==> config.mk <==
export PLATFORM = sky130hd
export DESIGN_NAME = rssi_frame_packer
export DESIGN_NICKNAME = d
export VERILOG_FILES = /design/src/rtl/rssi_frame_packer.sv
export SDC_FILE = /design/constraint.sdc
export NUM_CORES = 1
export LEC_CHECK = 0
export ABC_AREA = 1
export BUFFER_PORTS_ARGS = -buffer_cell sky130_fd_sc_hd__clkbuf_2
export CORE_MARGIN = 2
export CORE_UTILIZATION = 55
export CTS_BUF_LIST = sky130_fd_sc_hd__clkbuf_8
export CTS_CLUSTER_SIZE = 16
export DETAILED_ROUTE_END_ITERATION = 10
export GPL_ROUTABILITY_DRIVEN = 1
export GPL_TIMING_DRIVEN = 0
export PLACE_DENSITY = 0.75
export SYNTH_ARGS = -nofsm -noshare
export SYNTH_HDL_FRONTEND = slang
export SYNTH_SLANG_ARGS = --single-unit
export TNS_END_PERCENT = 1
==> constraint.sdc <==
create_clock -name clk -period 5.4 [get_ports clk]
set_input_delay 0.27 -clock clk [delete_from_list [all_inputs] [get_ports clk]]
set_output_delay 0.27 -clock clk [all_outputs]
set_load 0.1 [all_outputs]
==> src/rtl/rssi_frame_packer.sv <==
`default_nettype none
// ============================================================================
// Module   : rssi_frame_packer
// Purpose  : Packs 16-bit RSSI samples into 5-byte UART frames
//            (sync, seq, data MSB, data LSB, checksum) and writes them one
//            byte at a time into the UART transmit FIFO, honouring its
//            full flag. One sample can wait while a frame is in flight;
//            samples that get overwritten are counted as drops.
// Ports    : clk, rst        - core clock, asynchronous active-high reset
//            data_i, valid_i - RSSI sample and its single-cycle qualifier
//            fifo_full_i     - UART FIFO full flag
//            uart_data       - byte to the FIFO (valid while wr_en_o=1)
//            wr_en_o         - one-cycle FIFO write strobe
//            busy_o          - frame in flight or a sample pending
//            drop_cnt_o      - saturating count of discarded samples
// Revision : 1.0 - initial release
// ============================================================================
module rssi_frame_packer #(
  parameter logic [7:0] SYNC_BYTE = 8'hA5,
  parameter int         DW        = 16,
  parameter int         DROP_W    = 8
) (
  input  logic              clk,
  input  logic              rst,
  input  logic [DW-1:0]     data_i,
  input  logic              valid_i,
  input  logic              fifo_full_i,
  output logic [7:0]        uart_data,
  output logic              wr_en_o,
  output logic              busy_o,
  output logic [DROP_W-1:0] drop_cnt_o
);

  // The frame carries exactly two data bytes.
  generate
    if (DW != 16) begin : g_dw_check
      $error("rssi_frame_packer: DW must be 16");
    end
  endgenerate

  localparam logic [DROP_W-1:0] c_DROP_MAX = {DROP_W{1'b1}};
  localparam logic [2:0]        c_LAST_IDX = 3'd4;

  typedef enum logic [0:0] {
    ST_IDLE = 1'b0,
    ST_EMIT = 1'b1
  } state_t;

  state_t              state_q,    state_d;
  logic [2:0]          idx_q,      idx_d;
  logic [DW-1:0]       frame_q,    frame_d;
  logic [7:0]          seq_q,      seq_d;
  logic [DW-1:0]       pend_q,     pend_d;
  logic                pend_vld_q, pend_vld_d;
  logic [DROP_W-1:0]   drop_q,     drop_d;
  logic [7:0]          data_q,     data_d;
  logic                wr_en_q,    wr_en_d;

  logic                w_start;
  logic [DW-1:0]       w_frame;
  logic [2:0]          w_idx;
  logic                w_issue;
  logic                w_last;
  logic [7:0]          w_byte;
  logic [DROP_W-1:0]   w_drop_inc;

  // A sample arriving in IDLE is framed in the same cycle, so B0 can be
  // registered straight away and appear one cycle after valid_i.
  assign w_start = (state_q == ST_IDLE) && valid_i;
  assign w_frame = w_start ? data_i : frame_q;
  assign w_idx   = w_start ? 3'd0 : idx_q;

  // The registered strobe forces an idle cycle after every write so the
  // FIFO full flag has settled before the next byte is committed.
  assign w_issue = (w_start || (state_q == ST_EMIT)) && !fifo_full_i && !wr_en_q;
  assign w_last  = w_issue && (w_idx == c_LAST_IDX);

  assign w_drop_inc = (drop_q == c_DROP_MAX) ? drop_q : drop_q + 1'b1;

  always_comb begin
    w_byte = 8'h00;
    case (w_idx)
      3'd0:    w_byte = SYNC_BYTE;
      3'd1:    w_byte = seq_q;
      3'd2:    w_byte = w_frame[15:8];
      3'd3:    w_byte = w_frame[7:0];
      default: w_byte = seq_q + w_frame[15:8] + w_frame[7:0];
    endcase
  end

  always_comb begin
    state_d    = state_q;
    idx_d      = idx_q;
    frame_d    = frame_q;
    seq_d      = seq_q;
    pend_d     = pend_q;
    pend_vld_d = pend_vld_q;
    drop_d     = drop_q;
    data_d     = data_q;
    wr_en_d    = 1'b0;

    case (state_q)
      ST_IDLE: begin
        if (valid_i) begin
          frame_d = data_i;
          idx_d   = 3'd0;
          state_d = ST_EMIT;
        end
      end

      ST_EMIT: begin
        if (w_last) begin
          seq_d = seq_q + 8'd1;
          idx_d = 3'd0;
          if (pend_vld_q) begin
            // Pending sample starts the next frame; a simultaneous new
            // sample takes its place and counts as a drop.
            frame_d = pend_q;
            if (valid_i) begin
              pend_d = data_i;
              drop_d = w_drop_inc;
            end else begin
              pend_vld_d = 1'b0;
            end
          end else if (valid_i) begin
            frame_d = data_i;
          end else begin
            state_d = ST_IDLE;
          end
        end else if (valid_i) begin
          // Newest sample wins; an overwritten pending sample is a drop.
          pend_d     = data_i;
          pend_vld_d = 1'b1;
          if (pend_vld_q) begin
            drop_d = w_drop_inc;
          end
        end
      end

      default: state_d = ST_IDLE;
    endcase

    if (w_issue) begin
      wr_en_d = 1'b1;
      data_d  = w_byte;
      if (!w_last) begin
        idx_d = w_idx + 3'd1;
      end
    end
  end

  always_ff @(posedge clk or posedge rst) begin
    if (rst) begin
      state_q    <= ST_IDLE;
      idx_q      <= 3'd0;
      frame_q    <= '0;
      seq_q      <= 8'd0;
      pend_q     <= '0;
      pend_vld_q <= 1'b0;
      drop_q     <= '0;
      data_q     <= 8'd0;
      wr_en_q    <= 1'b0;
    end else begin
      state_q    <= state_d;
      idx_q      <= idx_d;
      frame_q    <= frame_d;
      seq_q      <= seq_d;
      pend_q     <= pend_d;
      pend_vld_q <= pend_vld_d;
      drop_q     <= drop_d;
      data_q     <= data_d;
      wr_en_q    <= wr_en_d;
    end
  end

  assign uart_data  = data_q;
  assign wr_en_o    = wr_en_q;
  assign busy_o     = (state_q != ST_IDLE) || pend_vld_q;
  assign drop_cnt_o = drop_q;

endmodule
`default_nettype wire

==> reports/qor.log <==
[cells_and_area] utilization after layout 65.4%
[logic_synthesis] combined area of all synthesized cells 3710 sq um
[drt] iteration count of the initial detailed-routing pass 5
[logic_synthesis] number of flip-flops and latches in the synthesized netlist 62
[timing] final count of negative-setup-slack endpoints 0
[critical_path] Crit. End Element register
[place] global placer's final weighted congestion 0.929
[drt] Iter 0 DRT Violations 116
[clocking] number of instances resized during post-cts repair 0
[critical_path] top fanout value on the critical path 10
[logic_synthesis] area fraction of the dominant cell type after synthesis 41.8%
[timing] portion of the clock cycle consumed by the worst path in the final layout 58.2%
[critical_path] startpoint of the lowest-slack register-to-register path state_q$_DFF_PP0_
[logic_synthesis] average size of a mapped cell 8.02 sq um
[run] max-cap viol count 0
[global_route] wire length of the first global-routing pass 14.9 mm
[clocking] total clock buffers created by CTS 9
[critical_path] start-to-end type of the worst setup path register to register
[logic_synthesis] warning count from the yosys run 0
[critical_path] critical path startpoint category register
[critical_path] crit path max-delay cell type fa_1
[clocking] total of hold buffers inserted after clock tree synthesis 1
[logic_synthesis] number of enable flip-flop cells after synthesis 0
[cells_and_area] final net count 552
[timing] Worst Clk Skew 0.00784 ns
[die] site row count 29
[drt] number of vias per cell after detailed routing 5.45
[drt] antenna-violating nets left 0
[logic_synthesis] most common cell in the netlist nand2_1
[critical_path] required arrival time at the worst endpoint 5.68 ns
[cells_and_area] proportion of layout cells with a drive suffix above 1 14.5%
[logic_synthesis] Syn Nets 503
[cells_and_area] area growth from synthesis to layout 13.3%
[critical_path] delay of the slowest cell on the worst path 0.49 ns
[clocking] insertion delay to the later sink of the worst-skew pair 0.35 ns
[critical_path] critical path, cell by cell inv_2, nand2_4, buf_2, o21ai_0, inv_1, fa_1, inv_1, ha_1, fa_1, inv_1, nor3_1, nor2_1, inv_1, nand2_1, nand3_1, a21oi_1
[critical_path] Crit path arrival time 3.42 ns
[clocking] # Post-CTS Setup Buffers 0
[power] worst vdd rail ir drop 0.000678 V
[logic_synthesis] count of mapped cells out of synthesis 462
[timing] crit path time final 3.14 ns
[timing] worst path setup slack after routing 2.26 ns
[power] Static Leak 2.16 nW
[logic_synthesis] Commonest cells post-synth nand2_1 (108), inv_1 (64), dfrtp_1 (62)
[timing] accumulated negative setup slack 0 ns
[clocking] number of buffers on the longest clock path 2
[worst_hold_path] type of the most critical hold path input pin to register
[logic_synthesis] post-synthesis async set-or-reset flop share 100%
[die] Core Region 6420 sq um
[outcome] status finished clean
[place] Post-DP HPWL 6.86 mm
[logic_synthesis] number of distinct library cell variants in the gate-level netlist after synthesis 34
[worst_hold_path] hold path startpoint data_i[11]
[logic_synthesis] ys flop type dfrtp_1
[critical_path] CP dominant cell by count inv_1
[power] power density over the cells 646 nW/um^2
[place] Post-Place Worst Slack 2.23 ns
[global_route] vias in the first global route 3,160
[cells_and_area] filler cell count in the final layout 566
[drt] detailed-route DRC error count 0
[global_route] pin count of the biggest net entering global routing 40
[logic_synthesis] Seq/Total Area, Yosys 41.8%
[place] Area after DPL 4000 sq um
[timing] Slew HR 63.6%
[die] chip width 86.1 microns
[clocking] level count of the clock H-tree 3
[die] die height 86.1 microns
[cells_and_area] final instance area 4200 sq um
[drt] total via count after detailed routing 3,233
[timing] number of max-slew violations in the final report 0
[timing] total count of hold-check failures in the final report 0
[clocking] clock slew seen by the registers of the worst setup and hold paths 0.07 ns
[power] Pwr Total 2.71 mW
[clocking] clock tree from TritonCTS built
[place] count of input and output buffers 36
[global_route] initial antenna violation count 0
[critical_path] crit path launch state_q$_DFF_PP0_
[die] die outline area 7410 sq um
[logic_synthesis] top post-synthesis cells by area dfrtp_1 (42%), nand2_1 (11%), inv_1 (6.5%)
[clocking] Clock Root Buffer clkbuf_8
[global_route] overflow left after global routing 0
[timing] RSZ-0062 raised after global routing false
[die] num ports 38
[clocking] Num Clock Sinks 62
[cells_and_area] count of antenna diodes in the layout 0
[timing] Peak Freq 318 MHz
[drt] detailed-route wire length per cell 15.2 microns
[global_route] total global routing track utilization 26.1%
[timing] Worst Max-Slew Pin Slew 0.545 ns
[logic_synthesis] biggest area consumer among synthesized cells dfrtp_1
[drt] DRT Wirelength 8.98 mm
[die] initial core utilization 57.7%
[cell usage in the layout (no fill, tap or decap), drive strengths merged]
cell           n
a31oi          2
clkinv         3
a211oi        14
dfrtp         62
nand4          3
a32oi          2
or2            4
fa             8
o21ai         45
o22ai          1
ha            13
o31ai          1
buf           10
clkbuf        55
dlygate4sd3    1
clkinvlp       1
nand2        111
nor3           6
nand3         14
o221ai         3
inv           68
o21a           3
nor2          30
xor2          11
a21oi         38
o2111ai        1
o211ai         1
xnor2          5
[flip-flops by register name, summed over array words and instances (netlist names), 3 cells and up]
signal,count
drop_cnt_o,8
frame_q,16
idx_q,3
pend_q,16
seq_q,8
uart_data,8
[worst paths after layout]
path                                                  to  slack [ns]  depth (start not counted)
worst max-delay path            uart_data[7]$_DFFE_PP0P_        2.26                         16
worst min-delay path              pend_q[11]$_DFFE_PP0P_        0.19                          3
worst max register to register  uart_data[7]$_DFFE_PP0P_        2.26                         16
worst min register to register  uart_data[0]$_DFFE_PP0P_        0.48                          2
max in group asynchronous          pend_q[4]$_DFFE_PP0P_        4.31                          4
min in group asynchronous           seq_q[3]$_DFFE_PP0P_        0.50                          3
[through the flow]
step,std cells,hold slack [ns]
final,593,0.187
after global routing,593,0.196
after CTS,593,0.179
after detailed placement,576,0.327
after global placement,575,0.464
after floorplan,462,0.399
[worst max-delay path: cells and delay by family (launching register included)]
kind | cells | cell delay (ns)
flops | 1 | 0.42
compound gates | 2 | 0.41
simple gates | 5 | 0.49
buf+inv | 6 | 0.62
fa+ha+maj | 3 | 1.14
[logic make-up (layout without fill, tap and decap cells)]
logic type      count (synthesis)  after routing  synth area share (%)
buf+inv                        84            138                  9.35
xor+xnor                       16             16                  3.78
compound gates                111            111                  17.3
fa+ha+maj                      21             21                  8.71
simple gates                  168            168                  19.0
flops                          62             62                  41.8
[area by class of cell]
| cell class | count | area, sq um | area share (%) |
|---|---|---|---|
| Buffer | 16 | 91.3 | 2.17 |
| Clock buffer | 12 | 165 | 3.93 |
| Clock inverter | 4 | 21.3 | 0.506 |
| Inverter | 68 | 255 | 6.08 |
| Multi-Input combinational cell | 316 | 1810 | 43.1 |
| Sequential cell | 62 | 1550 | 36.9 |
| Tap cell | 77 | 96.3 | 2.29 |
| Timing Repair Buffer | 38 | 210 | 5.00 |
[routing by layer]
layer,GRT usage (%),vias to the layer above,part of all wire (%)
li1,-,1601,-
met1,34.9,1514,45
met2,41.1,99,47
met3,4.62,19,5.4
met4,13.0,0,2.4
met5,0,-,0
[report_power, final]
| group | switching [mW] | internal, mW | leakage (nW) |
|---|---|---|---|
| sequential | 0.0995 | 0.615 | 0.737 |
| clock | 0.187 | 0.201 | 0.0996 |
| combinational | 1.12 | 0.490 | 1.33 |
No activity file was read; power rests on OpenSTA's default activity.
